### src/rtl/multicycle_ctrl.sv
// Multicycle processor control unit: a ten-state instruction FSM, condition
// evaluation against the architectural flags, and the flag register itself.
// Write enables are gated by the condition check and forced low in reset.
module multicycle_ctrl (
  input  logic       clk,
  input  logic       reset,
  input  logic [3:0] Cond,
  input  logic [1:0] Op,
  input  logic [5:0] Funct,
  input  logic [3:0] Rd,
  input  logic [3:0] ALUFlags,
  output logic       PCWrite,
  output logic       MemWrite,
  output logic       RegWrite,
  output logic       IRWrite,
  output logic       AdrSrc,
  output logic [1:0] ResultSrc,
  output logic       ALUSrcA,
  output logic [1:0] ALUSrcB,
  output logic [3:0] ALUControl,
  output logic [3:0] Flags,
  output logic [3:0] State
);

  typedef enum logic [3:0] {
    FETCH    = 4'd0,
    DECODE   = 4'd1,
    MEMADR   = 4'd2,
    MEMREAD  = 4'd3,
    MEMWB    = 4'd4,
    MEMWRITE = 4'd5,
    EXECR    = 4'd6,
    EXECI    = 4'd7,
    ALUWB    = 4'd8,
    BRANCH   = 4'd9
  } state_t;

  localparam logic [3:0] ALU_ADD = 4'b0000;
  localparam logic [3:0] ALU_SUB = 4'b0001;
  localparam logic [3:0] ALU_AND = 4'b0010;
  localparam logic [3:0] ALU_ORR = 4'b0011;

  // Kept as a plain vector so unused codes 10-15 are representable.
  logic [3:0] state_reg;
  state_t     state_next;
  logic [3:0] flags_reg;
  logic [3:0] flags_next;

  logic [3:0] cmd;
  logic [3:0] cmd_alu;
  logic       cmd_ok;
  logic       cmd_arith;
  logic       cmd_cmp;
  logic       cond_ex;
  logic       nextpc;
  logic       branch;
  logic       regw;
  logic       memw;
  logic       irw;
  logic       exec_st;
  logic       pcs;

  assign cmd = Funct[4:1];

  // Data-processing command decode: ALU operation, support and C/V ownership.
  always_comb begin
    cmd_alu   = ALU_ADD;
    cmd_ok    = 1'b0;
    cmd_arith = 1'b0;
    case (cmd)
      4'b0100: begin cmd_alu = ALU_ADD; cmd_ok = 1'b1; cmd_arith = 1'b1; end
      4'b0010: begin cmd_alu = ALU_SUB; cmd_ok = 1'b1; cmd_arith = 1'b1; end
      4'b0000: begin cmd_alu = ALU_AND; cmd_ok = 1'b1; end
      4'b1100: begin cmd_alu = ALU_ORR; cmd_ok = 1'b1; end
      4'b1010: begin cmd_alu = ALU_SUB; cmd_ok = 1'b1; cmd_arith = 1'b1; end
      default: begin cmd_alu = ALU_ADD; end
    endcase
  end

  assign cmd_cmp = (cmd == 4'b1010);

  // Condition check always uses the registered (pre-update) flags.
  always_comb begin
    cond_ex = 1'b0;
    case (Cond)
      4'b0000: cond_ex = flags_reg[2];
      4'b0001: cond_ex = ~flags_reg[2];
      4'b0010: cond_ex = flags_reg[1];
      4'b0011: cond_ex = ~flags_reg[1];
      4'b0100: cond_ex = flags_reg[3];
      4'b0101: cond_ex = ~flags_reg[3];
      4'b0110: cond_ex = flags_reg[0];
      4'b0111: cond_ex = ~flags_reg[0];
      4'b1000: cond_ex = flags_reg[1] & ~flags_reg[2];
      4'b1001: cond_ex = ~flags_reg[1] | flags_reg[2];
      4'b1010: cond_ex = (flags_reg[3] == flags_reg[0]);
      4'b1011: cond_ex = (flags_reg[3] != flags_reg[0]);
      4'b1100: cond_ex = ~flags_reg[2] & (flags_reg[3] == flags_reg[0]);
      4'b1101: cond_ex = flags_reg[2] | (flags_reg[3] != flags_reg[0]);
      4'b1110: cond_ex = 1'b1;
      default: cond_ex = 1'b0;
    endcase
  end

  // State register; reset returns to FETCH so the first edge fetches.
  always_ff @(posedge clk or negedge reset) begin
    if (!reset) state_reg <= FETCH;
    else        state_reg <= state_next;
  end

  // Next state and Moore control outputs.
  always_comb begin
    state_next = FETCH;
    nextpc     = 1'b0;
    branch     = 1'b0;
    regw       = 1'b0;
    memw       = 1'b0;
    irw        = 1'b0;
    exec_st    = 1'b0;
    AdrSrc     = 1'b0;
    ResultSrc  = 2'b00;
    ALUSrcA    = 1'b0;
    ALUSrcB    = 2'b00;
    ALUControl = ALU_ADD;
    case (state_reg)
      FETCH: begin
        irw        = 1'b1;
        nextpc     = 1'b1;
        ALUSrcA    = 1'b1;
        ALUSrcB    = 2'b10;
        ResultSrc  = 2'b10;
        state_next = DECODE;
      end
      DECODE: begin
        ALUSrcA   = 1'b1;
        ALUSrcB   = 2'b10;
        ResultSrc = 2'b10;
        case (Op)
          2'b00:   state_next = Funct[5] ? EXECI : EXECR;
          2'b01:   state_next = MEMADR;
          2'b10:   state_next = BRANCH;
          default: state_next = FETCH;
        endcase
      end
      MEMADR: begin
        ALUSrcB    = 2'b01;
        state_next = Funct[0] ? MEMREAD : MEMWRITE;
      end
      MEMREAD: begin
        AdrSrc     = 1'b1;
        state_next = MEMWB;
      end
      MEMWB: begin
        ResultSrc  = 2'b01;
        regw       = 1'b1;
        state_next = FETCH;
      end
      MEMWRITE: begin
        AdrSrc     = 1'b1;
        memw       = 1'b1;
        state_next = FETCH;
      end
      EXECR: begin
        exec_st    = 1'b1;
        ALUControl = cmd_alu;
        state_next = ALUWB;
      end
      EXECI: begin
        exec_st    = 1'b1;
        ALUSrcB    = 2'b01;
        ALUControl = cmd_alu;
        state_next = ALUWB;
      end
      ALUWB: begin
        ALUControl = cmd_alu;
        regw       = cmd_ok & ~cmd_cmp;
        state_next = FETCH;
      end
      BRANCH: begin
        ALUSrcB    = 2'b01;
        ResultSrc  = 2'b10;
        branch     = 1'b1;
        state_next = FETCH;
      end
      default: state_next = FETCH;
    endcase
  end

  // Flag update at the end of an execute state; C,V only for arithmetic.
  always_comb begin
    flags_next = flags_reg;
    if (exec_st && Funct[0] && cond_ex && cmd_ok) begin
      flags_next[3:2] = ALUFlags[3:2];
      if (cmd_arith) flags_next[1:0] = ALUFlags[1:0];
    end
  end

  // Architectural flag register.
  always_ff @(posedge clk or negedge reset) begin
    if (!reset) flags_reg <= 4'b0000;
    else        flags_reg <= flags_next;
  end

  assign pcs      = branch | (regw & (Rd == 4'd15));
  assign PCWrite  = reset & (nextpc | (pcs & cond_ex));
  assign RegWrite = reset & regw & cond_ex;
  assign MemWrite = reset & memw & cond_ex;
  assign IRWrite  = reset & irw;
  assign Flags    = flags_reg;
  assign State    = state_reg;

endmodule

### config.mk
export PLATFORM = sky130hd
export DESIGN_NAME = multicycle_ctrl
export DESIGN_NICKNAME = d
export VERILOG_FILES = /design/src/rtl/multicycle_ctrl.sv
export SDC_FILE = /design/constraint.sdc
export NUM_CORES = 1
export LEC_CHECK = 0
export CORE_MARGIN = 2
export CORE_UTILIZATION = 25
export CTS_BUF_LIST = sky130_fd_sc_hd__clkbuf_16
export DETAILED_ROUTE_END_ITERATION = 8
export DONT_BUFFER_PORTS = 1
export MAX_ROUTING_LAYER = met4
export PLACE_DENSITY = 0.47
export RECOVER_POWER = 50
export SLEW_MARGIN = 30
export SYNTH_ARGS = -nofsm -noshare
export SYNTH_HDL_FRONTEND = slang
export SYNTH_SLANG_ARGS = --single-unit
export TNS_END_PERCENT = 30
### constraint.sdc
create_clock -name clk -period 5.39 [get_ports clk]
set_clock_uncertainty 0.1 [all_clocks]
set_input_delay 0.8085 -clock clk [delete_from_list [all_inputs] [get_ports clk]]
set_output_delay 0.8085 -clock clk [all_outputs]
set_load 0.02 [all_outputs]
==> results of run 1 <==
## flip-flops by register name, summed over array words and instances, names as in the netlist
signal and flops:
State 4, Flags 4
## critical path: cells and delay by family (launching register included)
family          cells  cell delay, ps
compound gates      3             810
flops               1             590
simple gates        2             420
## synth_stat cells (all sizes together)
master   instances
nor3             9
dfrtp            8
buf              7
nand2            7
nand2b           7
o21ai            7
nor2             6
mux2             5
a21oi            4
a31oi            3
and3             3
inv              3
nand3b           3
xnor2            3
a21boi           2
mux2i            2
nand3            2
nor3b            2
o31ai            2
xor2             2
a211oi           1
a31o             1
and4             1
clkbuf           1
conb             1
nand4            1
nor2b            1
nor4             1
o211ai           1
o221ai           1
o22a             1
o2bb2ai          1
o32a             1
or3b             1
## layout by cell type, fill, tap and decap left out
cell	netlist	layout
nor3_1	9	9
dfrtp_1	8	8
nand2b_1	7	7
nand2_1	7	7
nor2_1	6	6
mux2_1	5	5
a21oi_1	4	4
o21ai_1	4	3
inv_1	2	3
a31oi_1	3	3
o21ai_0	2	3
xnor2_1	3	3
clkbuf_16	0	3
nand3b_1	2	2
o31ai_1	2	2
mux2i_1	2	2
xor2_1	2	2
nor3b_1	2	2
nand3_1	2	2
and3_1	2	2
conb_1	1	2
a21boi_0	0	1
nand3b_4	1	1
a211oi_1	1	1
a21boi_1	2	1
nor4_1	1	1
o221ai_1	1	1
o211ai_2	1	1
and3_2	1	1
o21ai_2	1	1
nor2b_1	1	1
o2bb2ai_1	1	1
nand4_1	1	1
o32a_1	1	1
o22a_1	1	1
a31o_1	1	1
and4_1	1	1
or3b_2	1	1
## cells by family after synthesis
family	after synthesis	synth area share, %
simple gates	44	31.5
buf+inv	11	6.98
compound gates	25	21.4
flops	8	24.8
xor+xnor	5	5.43
mux	7	9.46
other cells	1	0.465
## layout make-up
cell class	instances	area, sq um
clock buffers	3	75.1
fillers	351	2160
inverters	3	11.3
multi-input cells	83	554
flip-flops and latches	8	200
well taps	44	55.1
## per-stage QoR
step | util [%] | worst slack, ps | power, mW | instances
floorplan | - | 2610 | 0.310 | 102
global placement | 26.9 | 2520 | 0.330 | 138
detailed placement | 26.9 | 2520 | 0.332 | 138
CTS | 29.3 | 2420 | 0.456 | 141
global route | 29.3 | 2270 | 0.482 | 141
finish | 29.3 | 2440 | 0.449 | 141
## per-layer routing
layer	track usage, %	part of all wire (%)	up-vias
met5	-	0	-
met4	2.80	0.59	0
met3	4.48	8.5	2
met2	19.7	50	32
met1	13.8	41	359
li1	-	-	357
## power by group
group          switching (mW)  internal, mW
Sequential             0.0819        0.0773
Clock                  0.0271        0.0954
Combinational           0.106        0.0610
Total                   0.215         0.234
## worst min path at each step
stage | from | end | slack, ps
CTS | reset | State[3]$_DFF_PN0_ | 170
global route | reset | State[3]$_DFF_PN0_ | 170
floorplan | reset | Flags[0]$_DFFE_PN0P_ | 410
global placement | reset | State[3]$_DFF_PN0_ | 410
finish | reset | State[3]$_DFF_PN0_ | 170
detailed placement | reset | State[3]$_DFF_PN0_ | 410
==> metrics.txt, run 1 <==
final clock period utilization by the worst path=54.8%; top-level I/O count=44; number of H-tree levels=1; distinct cell type count after synthesis=41; Fin. Hold Viols=0; post-detailed-route via-to-cell ratio=5.32; number of hold-repair buffers added at the cts stage=0; remaining global-route overflow=0; initial antenna violation count=0; Crit path required time=4480 ps; cell area after layout=896 sq um; Area after DPL=821 sq um; launch point of the worst path=State[2]$_DFF_PN0_; delay contributed by the slowest stage of the critical path=590 ps; Final Wtd Congestion=0.742; Register-to-Register Path Depth=5; critical path class=flip-flop to primary output; measured slew at the worst slew-check pin=808 ps; maximum vdd ir drop=0.166 mV; final-layout setup total negative slack=0 ps; dominant cell type by area after synthesis=dfrtp_1; clock tree from TritonCTS=done; root buffer cell=clkbuf_16; Post-Synthesis Cell Area=807 sq um; remaining antenna violation count=0; largest net degree at the start of global routing=21; Total Nets Final=121; Crit Reg-Reg Startpoint=State[1]$_DFF_PN0_; area of the die=0.00370 sq mm; result of the run=completed; post-synth top area share=24.8%; Global Route Usage Sum=11.9%; worst slew margin relative to its limit=46.1%; Yosys warnings=0; Clock Sinks=8; clk buf depth=2; sequential element share of the synthesized area=24.8%; ant diodes=0; critical path capture point type=primary output; post-CTS setup buffers=0; DRC violation count after routing=0; Setup Viol. Count Final=0; critical path startpoint category=flip-flop; DPL Wire Length=1.62 mm; cells traversed along the worst timing path=nand2b_1 > o32a_1 > o22a_1 > nor2_1 > a31o_1; number of input and output port buffers inserted=0; Layout area overhead=11.0%; end point of the critical path=PCWrite; number of violations reported at the end of detailed-routing iteration 0=19; power density over cell area=501 mW/mm^2; post_cts resized=0; clock latency reported for the late side of the worst-skew pair=230 ps; cell with the largest stage delay on the worst path=dfrtp_1; maximum fanout along the worst path=12; flip-flop and latch count after synthesis=8; average cell area after synthesis=7.99 sq um; effective utilization at floorplan=26.4%; unrepaired setup endpoints after global routing=no; hold slack=174 ps; worst path arrival time=2040 ps; vias in the first global route=694; max-slew violation count=0; die outline height=60.8 um; clock input transition at the sequential cells of the worst setup and hold paths=40 ps; Post-Syn Instances=101; Rows=20; wire per inst=14.3 um; vias after detailed routing=750; P_leak=0.376 nW; die width=60.8 um; core outline area=0.00305 sq mm; Initial DRT Pass Iterations=4; Reg2Reg Setup Slack=3120 ps; total clock buffers created by CTS=3; upper clock frequency limit=339 MHz; end of the worst register-to-register path=Flags[3]$_DFFE_PN0P_; minimum clock period after layout=2950 ps; type of the worst min-delay path=input pin to asynchronous set/reset pin; max-cap check violation count=0; layout cell share with drive strength beyond 1=8.25%; leading post-synthesis cells by cell area=dfrtp_1, mux2_1, nor3_1; global-route wire length before repair=3.17 mm; final routed wirelength across all metal layers=2.02 mm
Note: power is estimated with default switching activity, not from simulation.
==> run 2: changes to the inputs <==
==> constraint.sdc (replaced) <==
create_clock -name clk -period 3 [get_ports clk]
set_clock_uncertainty 0.1 [all_clocks]
set_input_delay 0.45 -clock clk [delete_from_list [all_inputs] [get_ports clk]]
set_output_delay 0.45 -clock clk [all_outputs]
set_load 0.02 [all_outputs]
==> run 2 against run 1 <==
Clock power is 77% higher. Die area stayed put. Hold slack improved by 86 ps.
==> metrics.txt, run 2 (synthesis gave the netlist of run 1 again) <==
Crit path required time=2450 ps (-2030 ps); layout cell share with drive strength beyond 1=9.09% (+0.84 points); Layout area overhead=13.2%; number of H-tree levels=1 (unchanged); routed length on met1=851 um (+3.0%); launch point of the worst path=State[2]$_DFF_PN0_; post-CTS setup buffers=0 (unchanged); ant diodes=0 (unchanged); number of hold-repair buffers added at the cts stage=1 (+1); post_cts resized=0 (unchanged); final routed wirelength across all metal layers=1.94 mm (-3.9%); met3 wire length=162 um (-5.8%); Fin. Hold Viols=0 (unchanged); end-of-flow core utilization=29.9% (+0.57 points); wire per inst=13.6 um (-5.3%); area of the die=0.00370 sq mm (unchanged); vias after detailed routing=748 (-0.27%); remaining antenna violation count=0 (unchanged); max-cap check violation count=0 (unchanged); vias in the first global route=687 (-1.0%); Area after DPL=828 sq um (+0.91%); critical path capture point type=primary output; worst path arrival time=2040 ps (about the same); remaining global-route overflow=0 (unchanged); final standard cell count with taps included and fillers excluded=143 (+1.4%); measured slew at the worst slew-check pin=797 ps (-11.1 ps); P_leak=0.386 nW (+2.7%); post-detailed-route via-to-cell ratio=5.23 (-1.7%); clk buf depth=2 (unchanged); Crit Reg-Reg Startpoint=State[1]$_DFF_PN0_; global-route wire length before repair=3.08 mm (-3.1%); Initial DRT Pass Iterations=4 (unchanged); leading cell types in the layout, fill and taps excluded=nor3_1, dfrtp_1, nand2b_1, nand2_1, nor2_1; core outline area=0.00305 sq mm (unchanged); top-level I/O count=44 (unchanged); Global Route Usage Sum=11.3% (-0.66 points); maximum fanout along the worst path=12 (unchanged); number of input and output port buffers inserted=0 (unchanged); DRC violation count after routing=0 (unchanged); result of the run=completed; effective utilization at floorplan=26.4% (unchanged); power density over cell area=882 mW/mm^2 (+76%); end point of the critical path=PCWrite; Clock Sinks=8 (unchanged); clock input transition at the sequential cells of the worst setup and hold paths=40 ps (about the same); uppermost routed layer=met4; clock tree from TritonCTS=done; critical path startpoint category=flip-flop; sum of met2 wire segment lengths after detailed routing=916 um (-9.3%); total clock buffers created by CTS=3 (unchanged); worst slew margin relative to its limit=46.9% (+0.74 points); max-slew violation count=0 (unchanged); cell area after layout=913 sq um (+2.0%); maximum vdd ir drop=0.361 mV (+120%); largest net degree at the start of global routing=21 (unchanged); cell total after placement=139 (+0.72%); minimum clock period after layout=2590 ps; final-layout setup total negative slack=0 ps (unchanged); type of the worst min-delay path=input pin to flip-flop; clock latency reported for the late side of the worst-skew pair=230 ps (about the same); DPL Wire Length=1.57 mm (-3.4%); commonest non-fill, non-tap cell in the layout=nor3_1; Setup Viol. Count Final=0 (unchanged); end of the worst register-to-register path=Flags[2]$_DFFE_PN0P_; Rows=20 (unchanged); final clock period utilization by the worst path=86.3%; final-layout fill cell count=346 (-1.4%); Register-to-Register Path Depth=5 (unchanged); number of violations reported at the end of detailed-routing iteration 0=54 (+35); die outline height=60.8 um (unchanged); initial antenna violation count=0 (unchanged); unrepaired setup endpoints after global routing=no; root buffer cell=clkbuf_16; die width=60.8 um (unchanged); upper clock frequency limit=386 MHz; Total Nets Final=123 (+1.7%); Final Wtd Congestion=0.767 (+3.4%); critical path class=flip-flop to primary output; Reg2Reg Setup Slack=780 ps (-2340 ps)
## run 2: cell count changes in the layout (fill, tap and decap cells not counted), sizes merged
| cell | before | now |
|---|---|---|
| dlygate4sd3 | 0 | 1 |
| buf | 0 | 1 |
## run 2: layout make-up
cell class / count / area (sq um) / share of cell area (%)
clock buffers: 3 / 75.1 / 8.22
inverters: 3 / 11.3 / 1.23
multi-input cells: 83 / 554 / 60.7
flip-flops and latches: 8 / 200 / 21.9
well taps: 44 / 55.1 / 6.03
repair buffers: 2 / 17.5 / 1.92
## run 2: metal layers
layer  track usage [%]  vias to the layer above
met5                 -                        -
met4              2.80                        0
met3              3.84                        2
met2              18.0                       33
met1              13.7                      347
li1                  -                      366
## run 2: worst min path at each step
stage                      from                   end  slack [ps]  cells past startpoint
global route        ALUFlags[0]  Flags[0]$_DFFE_PN0P_         250                      1
global placement          reset    State[3]$_DFF_PN0_          50                      0
finish              ALUFlags[0]  Flags[0]$_DFFE_PN0P_         260                      1
detailed placement        reset    State[3]$_DFF_PN0_          50                      0
CTS                 ALUFlags[0]  Flags[0]$_DFFE_PN0P_         260                      1
floorplan                 reset  Flags[0]$_DFFE_PN0P_          50                      0
## run 2: through the flow
step / hold WS, ps / power (mW) / setup WS (ps)
floorplan: 54.4 / 0.557 / 882
global placement: 54.6 / 0.590 / 691
detailed placement: 54.7 / 0.594 / 640
CTS: 258 / 0.819 / 401
global route: 251 / 0.867 / 299
finish: 260 / 0.806 / 410
## run 2: worst max-delay path, stage by stage (launching register included)
cell and delay, ps:
dfrtp_1 580, nand2b_1 310, o32a_1 370, o22a_1 160
nor2_1 110, a31o_1 280
## run 2: report_power, final
| part | total (mW) | switching [mW] | leakage, nW | internal [mW] |
|---|---|---|---|---|
| combinational | 0.304 | 0.193 | 0.242 | 0.111 |
| clock | 0.218 | 0.0466 | 0.0370 | 0.171 |
| sequential | 0.284 | 0.145 | 0.107 | 0.139 |
| total | 0.806 | 0.384 | 0.386 | 0.422 |
==> run 3: changes to the inputs <==
--- a/config.mk
+++ b/config.mk
@@ -5,11 +5,13 @@
 export SDC_FILE = /design/constraint.sdc
 export NUM_CORES = 1
 export LEC_CHECK = 0
+export ABC_CLOCK_PERIOD_IN_PS = 3000
 export CORE_MARGIN = 2
 export CORE_UTILIZATION = 25
 export CTS_BUF_LIST = sky130_fd_sc_hd__clkbuf_16
 export DETAILED_ROUTE_END_ITERATION = 8
 export DONT_BUFFER_PORTS = 1
+export HOLD_SLACK_MARGIN = 0.05
 export MAX_ROUTING_LAYER = met4
 export PLACE_DENSITY = 0.47
 export RECOVER_POWER = 50
==> results of run 3 <==
The final DEF is identical to that of run 2; final timing and power are the same.
